## src/rtl/aes_key_sched_ctrl.sv

```systemverilog
// AES-128 key schedule controller: expands a cipher key into 11 round keys,
// one per valid/ready handshake, using an external combinational SubWord unit.
//
// Ports:
//   clk, rst_n       clock, synchronous active-low reset
//   start, key_in    begin expansion of key_in (accepted only in IDLE)
//   abort            return to IDLE immediately, no done pulse
//   sub_word_o/_i    RotWord(w3) out, SubWord of it back in the same cycle
//   rk_valid/ready   round key handshake
//   rk_data, rk_idx  current round key and its round index 0..10
//   busy, done       not-IDLE flag, one-cycle pulse after key 10 accepted
module aes_key_sched_ctrl (
    input  logic         clk,
    input  logic         rst_n,
    input  logic         start,
    input  logic [127:0] key_in,
    input  logic         abort,
    output logic [31:0]  sub_word_o,
    input  logic [31:0]  sub_word_i,
    output logic         rk_valid,
    input  logic         rk_ready,
    output logic [127:0] rk_data,
    output logic [3:0]   rk_idx,
    output logic         busy,
    output logic         done
);

    typedef enum logic {
        IDLE,
        EMIT
    } state_t;

    state_t       state_q, state_d;
    logic [127:0] key_q, key_d;
    logic [3:0]   cnt_q, cnt_d;
    logic         done_q, done_d;

    logic         hs;
    logic [3:0]   cnt_inc;
    logic [31:0]  t;
    logic [31:0]  n0, n1, n2, n3;

    function automatic logic [7:0] rcon(input logic [3:0] n);
        logic [7:0] r;
        case (n)
            4'd1:    r = 8'h01;
            4'd2:    r = 8'h02;
            4'd3:    r = 8'h04;
            4'd4:    r = 8'h08;
            4'd5:    r = 8'h10;
            4'd6:    r = 8'h20;
            4'd7:    r = 8'h40;
            4'd8:    r = 8'h80;
            4'd9:    r = 8'h1b;
            4'd10:   r = 8'h36;
            default: r = 8'h00;
        endcase
        return r;
    endfunction

    // RotWord of w3; the SubWord result comes back on sub_word_i
    assign sub_word_o = {key_q[23:0], key_q[31:24]};

    assign rk_valid = (state_q == EMIT);
    assign busy     = (state_q == EMIT);
    assign rk_data  = key_q;
    assign rk_idx   = cnt_q;
    assign done     = done_q;

    assign hs      = rk_valid & rk_ready;
    assign cnt_inc = cnt_q + 4'd1;

    // Next round key, chained word by word
    assign t  = sub_word_i ^ {rcon(cnt_inc), 24'h0};
    assign n0 = key_q[127:96] ^ t;
    assign n1 = key_q[95:64]  ^ n0;
    assign n2 = key_q[63:32]  ^ n1;
    assign n3 = key_q[31:0]   ^ n2;

    always_comb begin
        state_d = state_q;
        key_d   = key_q;
        cnt_d   = cnt_q;
        done_d  = 1'b0;
        unique case (state_q)
            IDLE: begin
                // abort outranks start even while idle
                if (start && !abort) begin
                    state_d = EMIT;
                    key_d   = key_in;
                    cnt_d   = 4'd0;
                end
            end
            EMIT: begin
                if (abort) begin
                    state_d = IDLE;
                end else if (hs) begin
                    if (cnt_q < 4'd10) begin
                        key_d = {n0, n1, n2, n3};
                        cnt_d = cnt_inc;
                    end else begin
                        state_d = IDLE;
                        done_d  = 1'b1;
                    end
                end
            end
            default: state_d = IDLE;
        endcase
    end

    always_ff @(posedge clk) begin
        if (!rst_n) begin
            state_q <= IDLE;
            key_q   <= 128'h0;
            cnt_q   <= 4'd0;
            done_q  <= 1'b0;
        end else begin
            state_q <= state_d;
            key_q   <= key_d;
            cnt_q   <= cnt_d;
            done_q  <= done_d;
        end
    end

endmodule

```

## config.mk

```make
export PLATFORM = sky130hd
export DESIGN_NAME = aes_key_sched_ctrl
export DESIGN_NICKNAME = d
export VERILOG_FILES = /design/src/rtl/aes_key_sched_ctrl.sv
export SDC_FILE = /design/constraint.sdc
export NUM_CORES = 1
export LEC_CHECK = 0
export ABC_AREA = 1
export BUFFER_PORTS_ARGS = -buffer_cell sky130_fd_sc_hd__buf_4
export CAP_MARGIN = 20
export CELL_PAD_IN_SITES_DETAIL_PLACEMENT = 1
export CELL_PAD_IN_SITES_GLOBAL_PLACEMENT = 1
export CORE_MARGIN = 2
export CORE_UTILIZATION = 33
export DETAILED_ROUTE_END_ITERATION = 8
export PLACE_DENSITY_LB_ADDON = 0.1
export SYNTH_ARGS = -nofsm -noshare
export SYNTH_HDL_FRONTEND = slang
export SYNTH_SLANG_ARGS = --single-unit
```

## constraint.sdc

```tcl
create_clock -name clk -period 2.2 [get_ports clk]
set_input_delay 0.33 -clock clk [delete_from_list [all_inputs] [get_ports clk]]
set_output_delay 0.33 -clock clk [all_outputs]
set_load 0.1 [all_outputs]
```

==> out/summary.txt <==
run status: complete, no violations
total CTS buffers: 17
most common flop cell mapped by yosys: dfxtp_1
worst-case hold path end point: rk_data[114]$_SDFFE_PN0P_
final worst clock skew: 0.01352 ns
reg-to-reg slack, setup: 0.23 ns
Setup-failing EPs final: 0
half-perimeter wire length of the detailed placement result: 20350 um
total power density per cell area: 809.1 nW/um^2
worst slew slack as a fraction of its limit: 59.78%
fraction of synthesis flops using an asynchronous set or reset pin: 0%
Hold WC Path Type: input port to flip-flop
most numerous cell types in the synthesized netlist: 231 x nand2_1, 145 x a21oi_1, 134 x dfxtp_1, 116 x o21ai_0, 68 x nor2_1
Setup CP Type: flip-flop to flip-flop
Clock Pin Slew Worst Setup and Hold Paths: 0.07 ns
I/O pin cnt: 332
met1 track demand over resource in global routing: 27.88%
startpoint of the lowest-slack hold path: key_in[114]
total via count in the routed design: 8451
share of the synthesized area in the top cell type: 34.91%
Critical Path End Type: flip-flop
die width: 156.6 um
Sink Count: 134
proportion of synthesized chip area in sequential cells: 34.91%
critical path startpoint category: flip-flop
arrival time of the worst setup path: 2.27 ns
cells after synthesis: 1088
final worst-path cycle share: 89.69%
number of max-slew violations in the final report: 0
Antenna diodes: 0
starting utilization of the core area: 33.74%
Post-synth EDFFs: 0
leftover overflow at the end of global routing: 0
number of cells on the worst reg-to-reg path: 15
number of nets in the final layout: 1529
sequential cell area: 2696 um^2
core area: 22780 um^2
full die area: 24520 um^2
Hold Path Stages: 3
via density per instance: 5.015
end of the worst register-to-register path: rk_data[27]$_SDFFE_PN0P_
vias in the first global route: 8161
most frequent cell on the critical path: nand2_1
met3 Usage GRT: 5.594%
number of fillers in the final layout: 2849
worst-case hold slack: 0.1321 ns
combined global-route utilization of all metal layers: 22.53%
Data required, critical path: 2.50 ns
Static Leakage: 4.841 nW
Pre-antenna DRT Iters: 7
Largest stage delay, worst path: 0.38 ns
number of DRC markers in iteration 0: 306
count of unique library cells instantiated by Yosys: 28
total standard cell area after synthesis: 7685 um^2
Skew-Pair Late Insertion Delay: 0.43 ns
number of buffer and inverter instances along the worst setup path: 1
top cells by area, synth: dfxtp_1 35%, nand2_1 11%, a21oi_1 9.4%
busiest grt layer: met2
cell breakdown of the critical path: ha_2, inv_1, nand2_1, nand2_2, nand2_1, nand2_1, nand3_1, nand2_1, nand2_1, nand2_1, nand2_1, nand3_1, nand3_1, nand2_1, a21oi_1
maximum number of pins on one net before global-route repair: 131
number of failing hold endpoints at the final stage: 0
post-layout minimum cycle time: 1.973 ns
first-pass GRT wire length: 43620 um
CTS tree: built
Worst Tran Pin Value: 0.6033 ns
Critical R2R Launch: rk_idx[0]$_SDFFE_PN0P_
Clock Root Buffer: clkbuf_16
maximum ir drop on the vdd rail: 344.0 uV
GPL Wtd Cong: 0.8023
Top Family by Delay on Critical Path: simple AND/OR/NAND/NOR gates
post-detailed-route DRC marker count: 0
top fanout value on the critical path: 10
Sum Neg Setup Slack: 0 ns
number of I/O port buffers: 331
peak clock frequency supported by timing: 506.8 MHz
buffer count from post-CTS setup fixing: 0
Yosys warning count: 0
buffers from clock root to sink, at most: 2
fraction of layout instances using a drive strength above 1: 31.78%
nets in the synthesized netlist: 1258
average instance area after synthesis: 7.063 um^2
Chip Height: 156.6 um
antenna viol nets, final: 0
met2 usage: 39.21%
total area of multi-input combinational cells: 4313 um^2
final WL: 28310 um
Area Growth Syn to Fin: 41.92%
number of flip-flops and latches in the synthesized netlist: 134
most instantiated library cell after synthesis: nand2_1
average wire per cell in the routed design: 16.80 um
number of maximum-capacitance violations: 0
number of antenna violations at the first check in global routing: 0
cell type with the highest aggregate area in the netlist: dfxtp_1
Row Count: 55
H-tree levels: 4
critical path's slowest cell: dfxtp_4
[how the worst max path moves through the flow]
| stage | start | to | slack [ns] | cells after the start |
|---|---|---|---|---|
| floorplan | rk_data[120]$_SDFFE_PN0P_ | rk_data[56]$_SDFFE_PN0P_ | 0.01 | 9 |
| global placement | rk_idx[0]$_SDFFE_PN0P_ | rk_data[29]$_SDFFE_PN0P_ | 0.20 | 15 |
| detailed placement | rk_idx[0]$_SDFFE_PN0P_ | rk_data[27]$_SDFFE_PN0P_ | 0.14 | 15 |
| CTS | rk_idx[0]$_SDFFE_PN0P_ | rk_data[27]$_SDFFE_PN0P_ | 0.13 | 15 |
| global route | rk_idx[0]$_SDFFE_PN0P_ | rk_data[25]$_SDFFE_PN0P_ | -0.003 | 16 |
| finish | rk_idx[0]$_SDFFE_PN0P_ | rk_data[27]$_SDFFE_PN0P_ | 0.23 | 15 |
[per-stage QoR]
step	worst slack [ns]	utilization (%)	instances	power, mW	area (um^2)
CTS	0.1261	47.81	1685	8.900	10890
detailed placement	0.1423	45.43	1653	6.196	10350
global placement	0.2025	45.43	1653	6.166	10350
global route	-0.003381	47.88	1685	9.227	10910
finish	0.2268	47.88	1685	8.824	10910
floorplan	0.01299	-	1088	5.335	7696
[flip-flops by register name (all words and copies together) (netlist names)]
name and flops:
busy 1, done 1, rk_data 128, rk_idx 4
[timing repair]
item | 4_1_cts | 5_1_grt
endpoints found under the setup margin | 0 | 9
hold buffers | 0 | 0
gates resized for setup | 0 | 5
[kinds of logic (layout without fill, tap and decap cells)]
| family | Yosys count | in the layout | share of synthesized area (%) |
|---|---|---|---|
| AO/OA/AOI/OAI | 320 | 320 | 22.81 |
| flip-flops | 134 | 134 | 34.91 |
| adder cells (fa/ha/maj) | 5 | 5 | 0.8141 |
| AND/OR/NAND/NOR | 404 | 404 | 22.44 |
| buffers and inverters | 141 | 425 | 9.264 |
| XOR/XNOR | 84 | 84 | 9.769 |
[per-layer routing]
layer  vias to the layer above  routed length, um
li1                       4130                  -
met5                         -                  0
met3                        26               1842
met1                      4063              12060
met2                       232              14100
met4                         0                309
[layout make-up]
cell class,count,share of cell area (%)
clock buffer,20,4.095
clock inverter,12,0.8719
inverter,41,1.457
multi-input combinational,813,39.54
sequential,134,24.72
tap,313,3.591
timing repair buffer,352,25.72
[tightest hold or removal path: cells and delay by family]
kind,cells,cell delay (ns)
buf+inv,1,0.08
simple gates,1,0.07
compound gates,1,0.06
[report_power, final]
| group | total, mW | internal [mW] | switching (mW) |
|---|---|---|---|
| registers | 2.79 | 2.60 | 0.188 |
| logic | 3.35 | 0.933 | 2.42 |
| clock network | 2.68 | 1.48 | 1.20 |
[cell usage in the layout (no fill, tap or decap), types with 3 or more instances in the layout]
cell,count
o21ai_0,116
inv_6,4
xor2_1,26
ha_1,4
nand4_1,4
clkbuf_16,17
a211oi_1,24
o21bai_1,26
xnor2_1,56
nand2_4,4
buf_4,339
inv_1,36
or2_2,25
nor2_1,68
nand3_1,58
clkinvlp_4,5
nand3b_1,4
nand2_1,229
a221oi_1,7
buf_12,13
a21oi_1,145
dfxtp_4,3
dfxtp_1,129
inv_2,3
nand2_2,8
No activity file was read; power rests on OpenSTA's default activity.
